==> src/rtl/mips_cpu_hilo_ctrl.sv <==
// Issue/stall controller for the HI/LO multiply-divide unit: latches operands, holds the opcode, serves mfhi/mflo.
// Optional macro MIPS_CPU_HILO_CTRL_DIV0_EN: zero-divisor div/divu is dropped and reported on sticky div0_flag.
module mips_cpu_hilo_ctrl #(
   parameter int unsigned MULT_CYCLES   = 3,
   parameter int unsigned DIV_TIMEOUT   = 40,
   parameter int unsigned SETTLE_CYCLES = 1,
   localparam int unsigned FUNCT_W      = 6,
   localparam int unsigned DATA_W       = 32
) (
   input  logic               clk,
   input  logic               reset,
   input  logic               instr_valid,
   input  logic [FUNCT_W-1:0] funct,
   input  logic [DATA_W-1:0]  rs_val,
   input  logic [DATA_W-1:0]  rt_val,
   output logic               stall,
   output logic [DATA_W-1:0]  mf_data,
   output logic               mf_valid,
   output logic               timeout_err,
   output logic [FUNCT_W-1:0] hilo_opcode,
   output logic [DATA_W-1:0]  hilo_a,
   output logic [DATA_W-1:0]  hilo_b,
   output logic               hilo_valid_in,
`ifdef MIPS_CPU_HILO_CTRL_DIV0_EN
   output logic               div0_flag,
`endif
   input  logic               hilo_valid_out,
   input  logic [DATA_W-1:0]  hilo_hi,
   input  logic [DATA_W-1:0]  hilo_lo
);

   localparam logic [FUNCT_W-1:0] OP_NOP  = 6'b000000;
   localparam logic [FUNCT_W-1:0] F_MFHI  = 6'b010000;
   localparam logic [FUNCT_W-1:0] F_MTHI  = 6'b010001;
   localparam logic [FUNCT_W-1:0] F_MFLO  = 6'b010010;
   localparam logic [FUNCT_W-1:0] F_MTLO  = 6'b010011;
   localparam logic [FUNCT_W-1:0] F_MULT  = 6'b011000;
   localparam logic [FUNCT_W-1:0] F_MULTU = 6'b011001;
   localparam logic [FUNCT_W-1:0] F_DIV   = 6'b011010;
   localparam logic [FUNCT_W-1:0] F_DIVU  = 6'b011011;

   localparam int unsigned CNT_MAX =
      (DIV_TIMEOUT > MULT_CYCLES)
         ? ((DIV_TIMEOUT > SETTLE_CYCLES) ? DIV_TIMEOUT : SETTLE_CYCLES)
         : ((MULT_CYCLES > SETTLE_CYCLES) ? MULT_CYCLES : SETTLE_CYCLES);
   localparam int unsigned CNT_W = $clog2(CNT_MAX + 1);

   typedef enum logic [2:0] {
      S_IDLE, S_MTX, S_MUL, S_DIV_START, S_DIV_RUN, S_DIV_SETTLE
   } state_e;

   state_e              state_q, state_d;
   logic [FUNCT_W-1:0]  opcode_q, opcode_d;
   logic [DATA_W-1:0]   a_q, a_d, b_q, b_d;
   logic                vin_q, vin_d;
   logic [CNT_W-1:0]    cnt_q, cnt_d;
   logic                tmo_q, tmo_d;

   logic is_mf, is_mt, is_mul, is_div, div_zero, div_go, accept_st;

   // Instruction decode; only IDLE and MTX accept new work
   assign is_mf     = instr_valid && ((funct == F_MFHI) || (funct == F_MFLO));
   assign is_mt     = instr_valid && ((funct == F_MTHI) || (funct == F_MTLO));
   assign is_mul    = instr_valid && ((funct == F_MULT) || (funct == F_MULTU));
   assign is_div    = instr_valid && ((funct == F_DIV)  || (funct == F_DIVU));
   assign accept_st = (state_q == S_IDLE) || (state_q == S_MTX);
`ifdef MIPS_CPU_HILO_CTRL_DIV0_EN
   assign div_zero  = is_div && (rt_val == '0);
`else
   assign div_zero  = 1'b0;
`endif
   assign div_go    = is_div && !div_zero;

   always_ff @(posedge clk) begin
      if (reset) begin
         state_q  <= S_IDLE;
         opcode_q <= OP_NOP;
         a_q      <= '0;
         b_q      <= '0;
         vin_q    <= 1'b0;
         cnt_q    <= '0;
         tmo_q    <= 1'b0;
      end else begin
         state_q  <= state_d;
         opcode_q <= opcode_d;
         a_q      <= a_d;
         b_q      <= b_d;
         vin_q    <= vin_d;
         cnt_q    <= cnt_d;
         tmo_q    <= tmo_d;
      end
   end

   always_comb begin
      state_d  = state_q;
      opcode_d = opcode_q;
      a_d      = a_q;
      b_d      = b_q;
      vin_d    = 1'b0;
      cnt_d    = cnt_q;
      tmo_d    = tmo_q;
      case (state_q)
         S_IDLE, S_MTX: begin
            state_d  = S_IDLE;
            opcode_d = OP_NOP;
            if (is_mt) begin
               opcode_d = funct;
               a_d      = rs_val;
               state_d  = S_MTX;
            end else if (is_mul) begin
               opcode_d = funct;
               a_d      = rs_val;
               b_d      = rt_val;
               cnt_d    = CNT_W'(MULT_CYCLES - 1);
               state_d  = S_MUL;
            end else if (div_go) begin
               opcode_d = funct;
               a_d      = rs_val;
               b_d      = rt_val;
               vin_d    = 1'b1;
               state_d  = S_DIV_START;
            end
         end
         S_MUL: begin
            if (cnt_q == '0) begin
               opcode_d = OP_NOP;
               state_d  = S_IDLE;
            end else begin
               cnt_d = cnt_q - CNT_W'(1);
            end
         end
         S_DIV_START: begin
            cnt_d   = CNT_W'(DIV_TIMEOUT);
            state_d = S_DIV_RUN;
         end
         // Done flag wins over a timeout landing in the same cycle
         S_DIV_RUN: begin
            if (hilo_valid_out) begin
               cnt_d   = CNT_W'(SETTLE_CYCLES);
               state_d = S_DIV_SETTLE;
            end else if (cnt_q <= CNT_W'(1)) begin
               tmo_d   = 1'b1;
               cnt_d   = CNT_W'(SETTLE_CYCLES);
               state_d = S_DIV_SETTLE;
            end else begin
               cnt_d = cnt_q - CNT_W'(1);
            end
         end
         S_DIV_SETTLE: begin
            if (cnt_q <= CNT_W'(1)) begin
               cnt_d    = '0;
               opcode_d = OP_NOP;
               state_d  = S_IDLE;
            end else begin
               cnt_d = cnt_q - CNT_W'(1);
            end
         end
         default: state_d = S_IDLE;
      endcase
   end

   always_comb begin
      stall    = 1'b1;
      mf_valid = 1'b0;
      mf_data  = '0;
      if (accept_st) begin
         stall = is_mul || div_go;
         if (is_mf) begin
            mf_valid = 1'b1;
            mf_data  = (funct == F_MFHI) ? hilo_hi : hilo_lo;
         end
      end
   end

   assign hilo_opcode   = opcode_q;
   assign hilo_a        = a_q;
   assign hilo_b        = b_q;
   assign hilo_valid_in = vin_q;
   assign timeout_err   = tmo_q;

`ifdef MIPS_CPU_HILO_CTRL_DIV0_EN
   logic div0_q;
   always_ff @(posedge clk) begin
      if (reset) begin
         div0_q <= 1'b0;
      end else if (accept_st && div_zero) begin
         div0_q <= 1'b1;
      end
   end
   assign div0_flag = div0_q;
`endif

endmodule

==> config.mk <==
export PLATFORM = sky130hd
export DESIGN_NAME = mips_cpu_hilo_ctrl
export DESIGN_NICKNAME = d
export VERILOG_FILES = /design/src/rtl/mips_cpu_hilo_ctrl.sv
export SDC_FILE = /design/constraint.sdc
export NUM_CORES = 1
export LEC_CHECK = 0
export ABC_AREA = 1
export CORE_ASPECT_RATIO = 1.25
export CORE_MARGIN = 2
export CORE_UTILIZATION = 37
export CTS_CLUSTER_SIZE = 8
export DETAILED_ROUTE_END_ITERATION = 8
export HOLD_SLACK_MARGIN = 0.02
export PLACE_DENSITY = 0.89
export SLEW_MARGIN = 20
export SYNTH_ARGS = -nofsm -noshare
export SYNTH_HDL_FRONTEND = slang
export SYNTH_SLANG_ARGS = --single-unit
==> constraint.sdc <==
create_clock -name clk -period 2.2 [get_ports clk]
set_input_delay 0.66 -clock clk [delete_from_list [all_inputs] [get_ports clk]]
set_output_delay 0.66 -clock clk [all_outputs]
set_load 0.02 [all_outputs]
* Word level (Yosys, flattened, before mapping)
Index checks and enable logic that the tools add are counted.
** Cells by class
- Add/sub/neg operators :: 1
- Order comparisons :: 1
- Equality and inequality tests :: 19
- Reductions and logical operators :: 24
- Bitwise operators :: 3
- Muxes and demuxes :: 33
** Operator list (number)
- $mux 32 :: 8
- $mux 6 :: 11
- $eq 6x5->1 const B :: 8
- $pmux 6 s5 :: 1
- $pmux 6 s3 :: 1
- $pmux 3 s5 :: 1
- $mux 3 :: 4
- $reduce_and 3->1 :: 4
- $ne 2x2->1 const B :: 5
- $eq 3x2->1 const B :: 2
- $eq 3x3->1 const B :: 2
- $le 6x1->1 const B :: 1
- $logic_not 6->1 :: 1
- $logic_or 1x1->1 :: 6
- $mux 2 :: 3
- $reduce_bool 3->1 :: 2
- $sub 6x1->6 const B :: 1
- $reduce_bool 5->1 :: 1
- $logic_and 1x1->1 :: 4
- $mux 1 :: 4
- $reduce_and 4->1 :: 1
- $reduce_or 4->1 :: 1
- $eq 3x1->1 const B :: 1
- $logic_not 3->1 :: 1
- other kinds (5) :: 7
** Storage, ports and cells
- Register bits :: 81
- Output and inout bits :: 106

* Logic depth before layout (Yosys ltp)
- Depth after elaboration :: 7
- Gate-level depth with buffers :: 11

* Least setup slack after synthesis
No wires, ideal clock.
- Path type :: input to output
- From :: input port funct[2]
- To :: output port mf_data[25]
- Required time :: 1.540 ns
- Path slack :: -0.266 ns
- Arrival time :: 1.806 ns
- Buffers on the path :: 1
- Cell stages on the path :: 6
- Cells stage by stage :: nor2_2 > nand4_2 > nor2_2 > nand2_2 > buf_6 > nor3_1
** Between the ends
- Word-level cells in the longest chain between the ends :: 5
** Ends and longest elaborated chain
- start, declared :: RTL line 13 : input logic [FUNCT_W-1:0] funct,
- $eq 6x5->1, on equally long branches :: RTL line 62, 170
- $logic_or 1x1->1 :: RTL line 62 : assign is_mf = instr_valid && ((funct == F_MFHI) || (funct == F_MFLO));
- $logic_and 1x1->1 :: RTL line 62
- $mux 32 (*) :: RTL line 168 : if (is_mf) begin
- $mux 32 (*) :: RTL line 166 : if (accept_st) begin
- end, declared :: RTL line 17 : output logic [DATA_W-1:0] mf_data,
Mark *: on every way between the ends. The rest lies on a longest branch, timed or not.

* Final worst setup path
- From :: input port funct[2]
- To :: output port mf_data[3]
Same word-level chain as after synthesis.

==> impl_metrics.tcl <==
set metrics [dict create \
    synthFlopType "dfxtp_1" \
    start_kind "primary input" \
    highest_layer "met4" \
    rsz0062_at_grt "true" \
    relSlewSlack_pct 64.90 \
    end_kind "output pin" \
    grt_max_degree 33 \
    row_count 41 \
    yosysWarningCount 0 \
    finalSetupViolCount 33 \
    clk_latency_ps 340 \
    sw_frac_of_total_pct 23.35 \
    num_vias 4831 \
    die_w_um 94.49 \
    grt_pass1_vias 4862 \
    synth_area_leaders "dfxtp_1 (43%), nor2_1 (21%), o21ai_0 (8.2%)" \
    htreeDepth 3 \
    crit_required_ps 1540 \
    routed_via_density 5.059 \
    portBuffers 243 \
    route.met2.wl_mm 8.309 \
    dr.pass1.iters 4 \
    postLayoutCoreUtil_pct 76.13 \
    cp.arrival_ps 1940 \
    leakagePower_nw 3.056 \
    cts_tree "done" \
    comb_power_share_pct 16.5 \
    start_util_pct 37.67 \
    tightestPinTransition_ps 525.8 \
    clockBufferDepth 2 \
    skew_ps 3.054 \
    async_flop_share_pct 0 \
    drt-met1-wl_mm 6.218 \
    slew_violations 0 \
    p_total_mw 3.788 \
    fin_crit_sh_pct 118.3 \
    pwr-share-seq_pct 40.1 \
    hold_class "register to register" \
    yosys.area.top_type_share_pct 42.81 \
    placed_area_um2 6759 \
    clk_pin_slew_ps 60 \
    root_buffer "clkbuf_16" \
    numCtsBuffers 9 \
    syn_area_per_cell_um2 6.911 \
    overflow 0 \
    grt_pass1_wl_mm 24.07 \
    synth_top_area_cell "dfxtp_1" \
    drv_cap 0 \
    p_int_mw 2.904 \
    finalHoldViolCount 0 \
    synthTopCellsByCount "nor2_1 (207), dfxtp_1 (81), o21ai_0 (62), nand2_1 (46), nor3_1 (29)" \
    netlist_area_um2 3787 \
    ff2ff_setup_slack_ps 510 \
    grt_util_all_layers_pct 28.54 \
    stdcell_area_um2 7655 \
    drive_above_1_share_pct 24.61 \
    final_cells 955 \
    fillers 692 \
    synth_cells 548 \
    violations "negative setup slack" \
    setup_slack_ps -402.9 \
    dp_slack_ps -1218 \
    clock-sinks 81 \
    area_delta_synth_final_pct 102.1 \
    hpwl_mm 11.67 \
    place.gp.congestion 0.9174 \
    min_period_ps 2603 \
    nNetsFinal 964 \
    placedCellCount 929 \
    power_density_nw_per_um2 494.9 \
    drt_iter0_markers 229 \
    seq_area_um2 1622 \
    yosysMostFrequentCell "nor2_1" \
    synth_seq_area_share_pct 42.81 \
    ant_nets 0 \
    p_sw_mw 0.8844 \
    multi_input_area_um2 2455 \
    wirelength_mm 17.05 \
    path_class "primary input to output pin" \
    tns_ps -11420 \
    fmax_ghz 0.3842 \
    met3_length_mm 1.756 \
    drc 0 \
    syn_nets 691 \
    crit_path_max_fanout 5 \
    grt_antenna_before_repair 1 \
    die-height_um 117.1 \
    core_um2 10050 \
    outcome "finished, violations left" \
    ir_drop_uv 678.1 \
    whs_ps 443.9 \
    synth_seq_cells 81 \
    synth_edf_count 0 \
    clkPwrFrac_pct 43.3 \
    io_pins 244 \
    synth_cell_type_count 29 \
    avgRoutedWirePerCell_um 17.86 \
    die-area_um2 11070 \
]
cells in the final DEF, fill, tap and decap left out, drive strengths merged:
cell | Yosys | layout
nor2 | 216 | 216
clkdlybuf4s50 | 0 | 202
buf | 19 | 85
dfxtp | 81 | 81
o21ai | 70 | 70
nand2 | 51 | 51
nor3 | 35 | 35
inv | 26 | 26
a21oi | 14 | 14
clkbuf | 10 | 12
nand3 | 12 | 12
ha | 5 | 5
nand4 | 3 | 3
bufinv | 0 | 2
dlygate4sd2 | 0 | 2
clkinv | 1 | 2
diode | 0 | 1
nand3b | 1 | 1
a21o | 1 | 1
xor2 | 1 | 1
a31oi | 1 | 1
o21a | 1 | 1
clkinvlp | 0 | 1
clkdlybuf4s15 | 0 | 1
power by group through the flow:
stage | Combinational [mW] | Sequential, mW | Clock, mW
finish | 0.627 | 1.52 | 1.64
floorplan | 0.153 | 1.59 | 0
global route | 0.664 | 1.52 | 1.73
global placement | 0.565 | 1.55 | 0
CTS | 0.604 | 1.52 | 1.66
detailed placement | 0.572 | 1.55 | 0
registers in the layout (all words and copies together) (netlist names):
| name | cells |
|---|---|
| hilo_valid_in | 1 |
| cnt_q | 6 |
| timeout_err | 1 |
| state_q | 3 |
| hilo_b | 32 |
| hilo_a | 32 |
| hilo_opcode | 6 |
layout make-up:
type / instances / area share [%]
repair buffers: 291 / 38.95
multi-input cells: 411 / 32.07
flip-flops and latches: 81 / 21.18
clock buffers: 11 / 3.302
well taps: 129 / 2.109
inverters: 27 / 1.357
clock inverters: 4 / 0.9971
diodes: 1 / 0.03269
what timing repair did:
action | CTS | global route
gates resized for setup | 257 | 47
setup buffers | 11 | 1
gates cloned | 3 | 1
setup endpoints to repair | 34 | 33
hold buffers | 0 | 0
pin swaps | 30 | 21
kinds of logic (layout without fill, tap and decap cells):
logic type,after synthesis,count (layout),synth area share (%)
buf+inv,56,333,7.103
flops,81,81,42.81
xor+xnor,1,1,0.2313
simple gates,318,318,36.54
other cells,0,1,0
fa+ha+maj,5,5,1.652
compound gates,87,87,11.66
path summary, 6_finish.rpt:
check / from / to / cells past startpoint
hold reg to reg: hilo_opcode[5] / hilo_opcode[5] / 2
setup reg to reg: state_q[2] / hilo_a[7] / 8
hold / removal: hilo_opcode[5] / hilo_opcode[5] / 2
setup / recovery: funct[2] / mf_data[3] / 9
routing by layer:
layer  global-route usage [%]  vias up
li1                         -     2298
met1                    30.90     2245
met2                    49.48      235
met3                    10.44       53
met4                    13.62        0
met5                        0        -
worst max-delay path, stage by stage:
cell and delay, ps:
buf_6 100, nor2_4 130, nand4_4 140, nor2_4 140, nand2_4 120, buf_12 160
buf_12 130, nor3_4 220, buf_6 150
Power figures use the tool's default switching activity.
==> variant, RTL diff (same settings) <==
Change the parameter `MULT_CYCLES` from 3 to 2.
--- a/src/rtl/mips_cpu_hilo_ctrl.sv
+++ b/src/rtl/mips_cpu_hilo_ctrl.sv
@@ -3,3 +3,3 @@
 module mips_cpu_hilo_ctrl #(
-   parameter int unsigned MULT_CYCLES   = 3,
+   parameter int unsigned MULT_CYCLES   = 2,
    parameter int unsigned DIV_TIMEOUT   = 40,
Check against the original RTL: not equivalent (Yosys sat finds a counterexample within 4 cycles, from zero or initial values and one cycle with reset high).
==> variant against the unedited design <==
The flow still finishes with violations (negative setup slack). Worst setup slack lost 52 ps. Count of clock-buffer cells in the layout unchanged. Wire length rose by 8.9%. Power fell by 2.3%. Area after synthesis rose by 0.46%. Clock skew about the same. Core utilization rose by 1.9 points. Synthesized cell count increased by 1.6%. Critical path depth increased by 1. Sequential cell count stayed put. Final area increased by 2.5%. Largest power group is now registers. Non-clock buffer count grew 3.
==> variant: results (changes against the unedited design) <==
[min_path]
worst_hold_path.num_cells=2  ; unchanged
hold_path_class=reg2reg  ; unchanged
hold_path_startpoint=hilo_opcode[2]  ; was hilo_opcode[5]
hold_end=hilo_opcode[2]  ; was hilo_opcode[5]

[worst_setup_path]
rrSetupSlack_ps=520
r2r-start=state_q[1]  ; was state_q[2]
crit_arrival_ps=1990  ; was 1940 ps
rr_endpoint=hilo_a[9]  ; was hilo_a[7]
path_max_fanout=7  ; was 5
reg2reg_depth=8  ; unchanged

[run_status]
status=complete, but fails checks  ; unchanged
violations=negative setup slack  ; unchanged

[grt]
grt_max_degree=33  ; unchanged
antenna_found_initial=1  ; unchanged
grt_pass1_vias=5157  ; was 4,862
grt_pass1_wl_um=26200  ; was 24,100 um
groute.usage.overall_pct=30.6  ; was 28.5%

[finish]
antenna_cells=0  ; was 1
nNetsFinal=976  ; was 964
fillers=604  ; was 692
drive_above_1_share_pct=25.4  ; was 24.6%

[clock_network]
cts_buffer_depth=2  ; unchanged
insertion_delay_ps=330
htree_levels=3  ; unchanged
numCtsBuffers=9  ; unchanged
root_buffer=clkbuf_16  ; unchanged
path_clk_slew_ps=60  ; about the same

[power_and_ir_drop]
ir_drop_uv=522  ; was 678 uV
leakagePower_nw=3.19  ; was 3.06 nW

[place]
place_ws_ps=-1200  ; was -1220 ps
portBuffers=243  ; unchanged
place_congestion=0.877  ; was 0.917
hpwl_um=11800  ; was 11,700 um

[synthesis]
ys_seq_elements=81  ; unchanged
ys_types=26  ; was 29
synth_seq_area_share_pct=42.6  ; was 42.8%
yosysWarnings=0  ; unchanged
synthArstFlopShare_pct=0  ; unchanged
synthTopCellsByCount=nor2_1, dfxtp_1, o21ai_0  ; unchanged
synthFlopType=dfxtp_1  ; unchanged
mappedNetlistNets=700  ; was 691
synth.area.top_cells=dfxtp_1, nor2_1, o21ai_0  ; unchanged

[timing]
worst_slack_ps=-455  ; was -403 ps
finClkSkew_ps=3.18  ; was 3.05 ps
tightest_slew_ps=432  ; was 526 ps
setup_tns_ps=-13140  ; was -11,420 ps
finalSetupViolations=33  ; unchanged

[detailed_routing]
routedWlPerCell_um=19.2  ; was 17.9 um
dr.pass1.iters=5  ; was 4
vias=5042  ; was 4,831
drt-initial-drc-count=306  ; was 229

[run]
timing.max_cap.violations=0  ; unchanged

-- variant: cell count changes after synthesis, sizes merged, moves of 2 or more --
cell | before | now
clkbuf | 10 | 14
nand3 | 12 | 16
o21ai | 70 | 68
inv | 26 | 32
nor2 | 216 | 218
buf | 19 | 15
nand2 | 51 | 53
-- variant: report_power, final --
part / internal, W / switching (W)
clock: 0.000936 / 0.000582
sequential: 0.00150 / 0.0000192
combinational: 0.000366 / 0.000299
total: 0.00280 / 0.000900
-- variant: cells by family (layout without fill, tap and decap cells) --
group | count (synthesis) | in the layout | synth area share, %
adders and majority gates | 5 | 5 | 1.64
AOI/OAI and AO/OA | 83 | 83 | 11.0
DFF | 81 | 81 | 42.6
and+or+nand+nor | 326 | 326 | 37.7
buffers and inverters | 61 | 342 | 6.81
xor gates and xnor gates | 1 | 1 | 0.230
-- variant: worst max path at each step --
stage	startpoint	end	slack, ps	depth (start not counted)
floorplan	funct[2]	mf_data[0]	-90	5
global placement	funct[2]	mf_data[27]	-1140	8
detailed placement	funct[2]	mf_data[17]	-1200	8
CTS	funct[3]	mf_data[1]	-420	9
global route	funct[2]	mf_data[11]	-500	9
finish	funct[2]	mf_data[29]	-450	10
-- variant: critical path: stages --
cell and delay, ps:
buf_6 100, nor2_4 140, nand4_4 120, nor2_4 220, buf_6 170, inv_12 60
buf_12 150, nor2_4 140, nor3_4 70, buf_6 150
-- variant: through the flow --
step / total power, W / instances / area (um^2) / util (%) / hold WS [ps]
finish: 0.00370 / 967 / 7850 / 78.1 / 454
global placement: 0.00213 / 935 / 6910 / 68.7 / 441
floorplan: 0.00175 / 557 / 4150 / - / 445
detailed placement: 0.00214 / 935 / 6910 / 68.7 / 438
global route: 0.00382 / 967 / 7850 / 78.1 / 475
CTS: 0.00370 / 964 / 7750 / 77.1 / 448
-- variant: timing repair --
| action | 4_1_cts | 5_1_grt |
|---|---|---|
| hold endpoints to repair | 0 | 0 |
| setup buffers | 8 | 4 |
| hold buffers | 0 | 0 |
| gates cloned | 5 | 1 |
| gates resized for setup | 298 | 23 |
| endpoints found under the setup margin | 34 | 34 |
| pin swaps | 45 | 22 |
-- variant: area by class of cell --
| cell class | count | share of cell area (%) |
|---|---|---|
| Multi-Input combinational cell | 415 | 32.6 |
| Inverter | 32 | 1.72 |
| Tap cell | 129 | 2.06 |
| Clock inverter | 5 | 0.685 |
| Clock buffer | 11 | 3.22 |
| Timing Repair Buffer | 294 | 39.1 |
| Sequential cell | 81 | 20.7 |
-- variant: per-layer routing --
| layer | global-route usage, % | routed length [um] | vias up |
|---|---|---|---|
| li1 | - | - | 2324 |
| met1 | 30.1 | 6210 | 2323 |
| met2 | 54.6 | 9240 | 302 |
| met3 | 10.4 | 1970 | 91 |
| met4 | 16.8 | 1140 | 2 |
| met5 | 0 | 13 | - |
